--- config.mk ---
export PLATFORM = sky130hd
export DESIGN_NAME = dmem_arbiter
export DESIGN_NICKNAME = d
export VERILOG_FILES = /design/src/rtl/dmem_arbiter.sv
export SDC_FILE = /design/constraint.sdc
export NUM_CORES = 1
export LEC_CHECK = 0
export BUFFER_PORTS_ARGS = -buffer_cell sky130_fd_sc_hd__buf_2
export CORE_AREA = 2 2 121 123
export CTS_CLUSTER_DIAMETER = 200
export DETAILED_ROUTE_END_ITERATION = 10
export DIE_AREA = 0 0 123 125
export GPL_TIMING_DRIVEN = 1
export PLACE_DENSITY = 0.86
export SETUP_SLACK_MARGIN = 0.3
export SLEW_MARGIN = 20
export SYNTH_ARGS = -nofsm -noshare
export SYNTH_HDL_FRONTEND = slang
export SYNTH_SLANG_ARGS = --single-unit
--- constraint.sdc ---
create_clock -name clock -period 2.65 [get_ports clock]
set_input_delay 0.1325 -clock clock [delete_from_list [all_inputs] [get_ports clock]]
set_output_delay 0.1325 -clock clock [all_outputs]
set_load 0.02 [all_outputs]
--- src/rtl/dmem_arbiter.sv ---
// Round-robin two-port arbiter that time-shares one data memory between
// port A (load/store unit) and port B (debug/DMA loader).
module dmem_arbiter #(
    parameter int unsigned LAT = 1
) (
    input  logic        clock,
    input  logic        reset,

    input  logic        a_valid,
    input  logic        a_we,
    input  logic [1:0]  a_size,
    input  logic        a_sign,
    input  logic [31:0] a_addr,
    input  logic [31:0] a_wdata,
    output logic        a_ready,
    output logic        a_rvalid,
    output logic [31:0] a_rdata,

    input  logic        b_valid,
    input  logic        b_we,
    input  logic [1:0]  b_size,
    input  logic        b_sign,
    input  logic [31:0] b_addr,
    input  logic [31:0] b_wdata,
    output logic        b_ready,
    output logic        b_rvalid,
    output logic [31:0] b_rdata,

    output logic [31:0] m_addr,
    output logic [31:0] m_wdata,
    output logic [1:0]  m_size,
    output logic        m_sign,
    output logic        m_re,
    output logic        m_we,
    input  logic [31:0] m_rdata,

    output logic        busy,
    output logic        owner
);

    typedef enum logic [1:0] {
        IDLE   = 2'd0,
        ACCESS = 2'd1,
        RESP   = 2'd2
    } state_t;

    localparam logic [3:0] LAT_M1 = 4'(LAT - 1);

    state_t      state_q, state_d;
    logic [3:0]  cnt_q, cnt_d;
    logic        last_q, last_d;
    logic        owner_q, owner_d;
    logic        we_q, we_d;
    logic [1:0]  size_q, size_d;
    logic        sign_q, sign_d;
    logic [31:0] addr_q, addr_d;
    logic [31:0] wdata_q, wdata_d;
    logic [31:0] a_rdata_q, a_rdata_d;
    logic [31:0] b_rdata_q, b_rdata_d;

    logic grant_a;
    logic grant_b;

    always_comb begin
        // On a tie the port that did not win last time is granted; a request
        // seen while reset is asserted is never acknowledged.
        grant_a = 1'b0;
        grant_b = 1'b0;
        if (state_q == IDLE && reset) begin
            grant_a = a_valid & (~b_valid | last_q);
            grant_b = b_valid & (~a_valid | ~last_q);
        end

        state_d   = state_q;
        cnt_d     = cnt_q;
        last_d    = last_q;
        owner_d   = owner_q;
        we_d      = we_q;
        size_d    = size_q;
        sign_d    = sign_q;
        addr_d    = addr_q;
        wdata_d   = wdata_q;
        a_rdata_d = a_rdata_q;
        b_rdata_d = b_rdata_q;

        case (state_q)
            IDLE: begin
                if (grant_a || grant_b) begin
                    state_d = ACCESS;
                    cnt_d   = LAT_M1;
                    owner_d = grant_b;
                    last_d  = grant_b;
                    we_d    = grant_b ? b_we    : a_we;
                    size_d  = grant_b ? b_size  : a_size;
                    sign_d  = grant_b ? b_sign  : a_sign;
                    addr_d  = grant_b ? b_addr  : a_addr;
                    wdata_d = grant_b ? b_wdata : a_wdata;
                end
            end
            ACCESS: begin
                if (cnt_q == 4'd0) begin
                    state_d = RESP;
                    if (!we_q) begin
                        if (owner_q) begin
                            b_rdata_d = m_rdata;
                        end else begin
                            a_rdata_d = m_rdata;
                        end
                    end
                end else begin
                    cnt_d = cnt_q - 4'd1;
                end
            end
            RESP: begin
                state_d = IDLE;
            end
            default: begin
                state_d = IDLE;
            end
        endcase
    end

    always_ff @(posedge clock) begin
        if (!reset) begin
            state_q   <= IDLE;
            cnt_q     <= 4'd0;
            last_q    <= 1'b1;
            owner_q   <= 1'b0;
            we_q      <= 1'b0;
            size_q    <= 2'd0;
            sign_q    <= 1'b0;
            addr_q    <= 32'd0;
            wdata_q   <= 32'd0;
            a_rdata_q <= 32'd0;
            b_rdata_q <= 32'd0;
        end else begin
            state_q   <= state_d;
            cnt_q     <= cnt_d;
            last_q    <= last_d;
            owner_q   <= owner_d;
            we_q      <= we_d;
            size_q    <= size_d;
            sign_q    <= sign_d;
            addr_q    <= addr_d;
            wdata_q   <= wdata_d;
            a_rdata_q <= a_rdata_d;
            b_rdata_q <= b_rdata_d;
        end
    end

    assign a_ready  = grant_a;
    assign b_ready  = grant_b;
    assign a_rvalid = (state_q == RESP) & ~owner_q;
    assign b_rvalid = (state_q == RESP) & owner_q;
    assign a_rdata  = a_rdata_q;
    assign b_rdata  = b_rdata_q;

    // The latched fields double as the memory pins, so they naturally hold
    // their last values outside ACCESS.
    assign m_addr  = addr_q;
    assign m_wdata = wdata_q;
    assign m_size  = size_q;
    assign m_sign  = sign_q;
    assign m_re    = (state_q == ACCESS) & ~we_q;
    assign m_we    = (state_q == ACCESS) & we_q & (cnt_q == LAT_M1);

    assign busy  = (state_q != IDLE);
    assign owner = owner_q;

endmodule
==> impl_metrics.toml, run 1 <==
[clocking]
path_clk_slew_ns = 0.06
numCtsBuffers = 17
htreeDepth = 4
cts-root-buf = "clkbuf_16"
clock_path_buffers = 2
cts_tree = "built"
postCtsSetupBuffers = 0
cts_sinks = 140
insertion_delay_ns = 0.41

[pwr]
switchingPower_mw = 1.77
pwr-share-comb_pct = 22.0
power_density_nw_per_um2 = 621
internal_power_mw = 4.24
ir_worst_vdd_uv = 397
seqPwrFrac_pct = 38.9
clkPwrFrac_pct = 39.1
swShare_pct = 29.4
total_leakage_power_nw = 4.99
total_power_mw = 6.01

[route]
highest_layer = "met5"
num_vias = 7325
routed_wirelength_um = 23900
drt_iter0_drc = 563
dr.pass1.iters = 6
drt-met1-wl_um = 8560
route.detailed.drc = 0
ant_nets = 0
wire_per_inst_um = 18.1
met2_length_um = 11300
dr_wl_met3_um = 2430
viasPerCell = 5.56

[sta]
period_share_pct = 85.7
hold_ws_ns = 0.0210
setup_viol = 0
relSlewSlack_pct = 39.0
clock_skew_ns = 0.00771
worst_slew_pin_slew_ns = 0.915
rsz0062_at_grt = "no"
finalHoldViolations = 0
slew_violations = 0
fmax_ghz = 0.440
fin_setup_tns_ns = 0
period_needed_ns = 2.27

[setup_path]
r2r-end = "m_addr[10]$_SDFFE_PN0P_"
reg2reg_from = "state_q[1]$_SDFFE_PN0P_"
cp.arrival_ns = 2.56
critPathCaptureType = "flop"
r2r.worst_path.cells = 5
critPathRequiredTime_ns = 2.94
cp_max_fo = 44
reg2reg_slack_ns = 0.38
worstSetupPathType = "flop to flop"
cp-start-kind = "flop"
endpoint = "m_addr[10]$_SDFFE_PN0P_"
crit_path_start = "state_q[1]$_SDFFE_PN0P_"

[grt]
grt_pass1_wl_um = 36700
grt_pass1_vias = 7218
grt_max_degree = 101
antenna_found_initial = 1
gr-total-overflow = 0
grt_use_total_pct = 30.3

[placement]
placed_area_um2 = 7520
dpl.hpwl_um = 12500
dp.cells = 1132
portBuffers = 310
place.gp.congestion = 0.880

[min_path]
hold_class = "primary input to flop"
min_path_cells = 3

[synth]
synth.distinct_cells = 38
netlist_area_um2 = 5890
synthCells = 688
synthesis.nets = 862
ys_seq_area_share_pct = 47.6
ys.warnings.count = 0
synth_seq_cells = 140
synth-edff-count = 0
synth-async-reset-ratio_pct = 0
synth_ff_type = "dfxtp_1"
synth_area_per_cell_um2 = 8.56

[floorplan]
pin_count = 311
die-area_um2 = 15400
fp.dieW_um = 123
num_rows = 44
start_util_pct = 41.5
core_area_um2 = 14200
die_h_um = 125

[cells_and_area]
fin_cells = 1318
final_common_cell = "buf_2"
drive_above_1_share_pct = 32.4
nFillCells = 969
nets = 1295
syn_to_final_growth_pct = 64.2
final_cell_mix = "buf_2, nand2_1, dlygate4sd3_1"
multi_input_area_um2 = 2800
regArea_um2 = 2800
diodes = 0
fin_area_um2 = 9670

[job]
cap_viol_max_count = 0

[status]
status = "complete, no violations"
[how the worst min path moves through the flow]
stage / to / slack, ns / startpoint
after floorplan: m_wdata[10]$_SDFFE_PN0P_ / 0.29 / a_wdata[10]
after global placement: m_wdata[13]$_SDFFE_PN0P_ / 0.40 / a_wdata[13]
after detailed placement: m_addr[14]$_SDFFE_PN0P_ / 0.40 / a_addr[14]
after CTS: m_addr[3]$_SDFFE_PN0P_ / 0.0003 / b_addr[3]
after global routing: m_addr[29]$_SDFFE_PN0P_ / 0.02 / b_addr[29]
final: m_addr[3]$_SDFFE_PN0P_ / 0.02 / b_addr[3]
[power by group through the flow]
stage / clock network, mW / registers, mW / logic (mW)
floorplan: 0 / 2.53 / 0.464
global placement: 0 / 2.37 / 0.995
detailed placement: 0 / 2.37 / 1.01
CTS: 2.37 / 2.33 / 1.23
global route: 2.46 / 2.35 / 1.40
finish: 2.35 / 2.34 / 1.32
[timing repair]
action	4_1_cts	5_1_grt
hold buffers	153	0
endpoints found under the hold margin	115	0
setup endpoints to repair	0	61
gates resized for setup	0	8
[stage by stage]
step / utilization (%) / setup slack (ns)
after global placement: 53.0 / 0.524
final: 68.1 / 0.378
after floorplan: - / 0.794
after detailed placement: 53.0 / 0.459
after global routing: 68.1 / 0.319
after CTS: 67.8 / 0.357
[cell usage after synthesis (all sizes together) (2+ instances only)]
library cell	instances	share of area (%)
buf	22	2.5
inv	4	0.25
and3	2	0.21
or3b	2	0.34
nor3b	3	0.47
clkbuf	43	2.7
nor2	9	0.57
ha	2	0.42
nor3	3	0.25
mux2i	65	11
dfxtp	140	48
a21oi	68	5.8
nand2	236	15
a311oi	69	10
nand2b	3	0.32
[sequential cells by signal, indices dropped and copies added (netlist names), 2 cells and up]
name	flops
a_rdata	32
b_rdata	32
cnt_q	4
m_addr	32
m_size	2
m_wdata	32
state_q	2
[area by class of cell]
cell class                 count  area share, %
timing repair buffer         478           33.6
sequential                   140           29.0
multi-input combinational    480           28.9
clock inverter                14           1.46
inverter                       4          0.155
tap                          184           2.38
clock buffer                  18           4.54
[critical path, stage by stage (launching register included)]
cell and delay [ns]:
dfxtp_1 0.39, nor3b_4 0.28, and2_2 0.19, buf_4 0.41, a311oi_1 0.21, dlygate4sd3_1 0.63
[metal layers]
metal,track usage (%),up-vias
met5,0,-
met3,7.94,133
met1,34.2,3333
li1,-,3280
met2,50.2,577
met4,19.1,2
[logic make-up (layout without fill, tap and decap cells)]
family / count (synthesis) / after routing / synth area share [%]
DFF: 140 / 140 / 47.6
and+or+nand+nor: 265 / 265 / 18.1
muxes: 65 / 65 / 11.0
buffers and inverters: 69 / 514 / 5.46
adders and majority gates: 2 / 2 / 0.425
AOI/OAI and AO/OA: 147 / 148 / 17.4
(Power assumes the default switching activity.)
==> inputs of run 2 (changes only) <==
Settings changed: PLACE_DENSITY 0.86 to not set, PLACE_DENSITY_LB_ADDON set to 0.3.
==> impl_metrics.toml, run 2 (synthesis gave the netlist of run 1 again) <==
[sta]
slew_violations = 0
fmax_ghz = 0.431
rsz0062_at_grt = "yes"
relSlewSlack_pct = 40.7
fin_setup_tns_ns = 0
hold_ws_ns = 0.0203
worst_slew_pin_slew_ns = 0.890
clock_skew_ns = 0.00766
period_needed_ns = 2.32
finalHoldViolations = 0
period_share_pct = 87.6
setup_viol = 0

[setup_path]
critPathCaptureType = "flop"
cp_max_fo = 45
cp.arrival_ns = 2.62
cp-start-kind = "primary input"
critPathRequiredTime_ns = 2.95
worstSetupPathType = "primary input to flop"

[floorplan]
die_h_um = 125
fp.dieW_um = 123
start_util_pct = 41.5
num_rows = 44
core_area_um2 = 14200
die-area_um2 = 15400
pin_count = 311

[job]
cap_viol_max_count = 0

[route]
dr.pass1.iters = 5
num_vias = 6949
routed_wirelength_um = 21200
ant_nets = 0
drt_iter0_drc = 370
route.detailed.drc = 0
viasPerCell = 5.25
wire_per_inst_um = 16.0

[placement]
place.gp.congestion = 0.787
portBuffers = 310
dp.cells = 1128
dpl.hpwl_um = 12000

[clocking]
clock_path_buffers = 2
cts_tree = "built"
htreeDepth = 4
path_clk_slew_ns = 0.07
insertion_delay_ns = 0.42
cts_sinks = 140
cts-root-buf = "clkbuf_16"
numCtsBuffers = 17
postCtsSetupBuffers = 0

[grt]
grt_use_total_pct = 26.8
grt_pass1_wl_um = 33100
grt_max_degree = 97
antenna_found_initial = 0
grt_pass1_vias = 6932
gr-total-overflow = 0

[cells_and_area]
diodes = 0
final_common_cell = "buf_2"
fin_cells = 1323
drive_above_1_share_pct = 31.6
final_cell_mix = "buf_2, nand2_1, dlygate4sd3_1"
nets = 1300
syn_to_final_growth_pct = 65.0

[pwr]
power_density_nw_per_um2 = 605
total_leakage_power_nw = 5.01
ir_worst_vdd_uv = 379
total_power_mw = 5.88

[status]
status = "complete, no violations"

[min_path]
hold_class = "primary input to flop"
[run 2: cell types whose count changed in the layout (fill, tap and decap cells not counted), sizes merged]
cell | previous run | this run
a21boi | 2 | 1
buf | 325 | 321
bufinv | 2 | 1
clkbuf | 18 | 20
clkinv | 5 | 4
dlygate4sd3 | 153 | 163
[run 2: path summary, 6_finish.rpt]
| check | startpoint | depth (start not counted) | slack [ns] | endpoint |
|---|---|---|---|---|
| setup reg to reg | state_q[0]$_SDFFE_PN0P_ | 5 | 0.38 | m_addr[15]$_SDFFE_PN0P_ |
| setup / recovery | reset | 7 | 0.33 | m_addr[15]$_SDFFE_PN0P_ |
| hold reg to reg | a_rdata[26]$_SDFFE_PN0P_ | 2 | 0.46 | a_rdata[26]$_SDFFE_PN0P_ |
| hold / removal | b_addr[6] | 3 | 0.02 | m_addr[6]$_SDFFE_PN0P_ |
[run 2: routing by layer]
metal / routed length, µm / global-route usage [%] / vias to the layer above / part of all wire (%)
met4: 886 / 14.3 / 0 / 4.2
met1: 8220 / 30.4 / 3218 / 39
met5: 0 / 0 / - / 0
met3: 1790 / 7.34 / 70 / 8.5
li1: - / - / 3290 / -
met2: 10300 / 45.3 / 371 / 49
[run 2: worst max-delay path, cell delays in order]
cell	delay, ns
dlygate4sd3_1	0.54
buf_2	0.19
nor3b_4	0.27
and2_4	0.42
buf_12	0.28
a311oi_1	0.14
dlygate4sd3_1	0.61
[run 2: power breakdown]
group          internal, mW  switching, mW  leakage (nW)
registers              2.25         0.0833          1.15
clock network          1.32          0.938         0.263
logic                 0.596          0.694          3.60
[run 2: area by class of cell]
class | count | area [µm²]
repair buffers | 484 | 3320
fillers | 1056 | 4490
flip-flops and latches | 140 | 2800
well taps | 184 | 230
inverters | 4 | 15.0
clock buffers | 20 | 447
multi-input cells | 479 | 2790
clock inverters | 12 | 114
[run 2: timing repair]
action | 4_1_cts | 5_1_grt
resized for setup | 0 | 6
endpoints found under the setup margin | 0 | 68
hold endpoints to repair | 119 | 0
hold buffers | 163 | 0
[run 2: through the flow]
stage | setup slack, ns | utilization (%) | area [µm²]
after global routing | 0.262 | 68.4 | 9720
after floorplan | 0.794 | - | 5890
after global placement | 0.522 | 52.8 | 7510
after detailed placement | 0.480 | 52.8 | 7510
after CTS | 0.304 | 68.3 | 9700
final | 0.330 | 68.4 | 9720
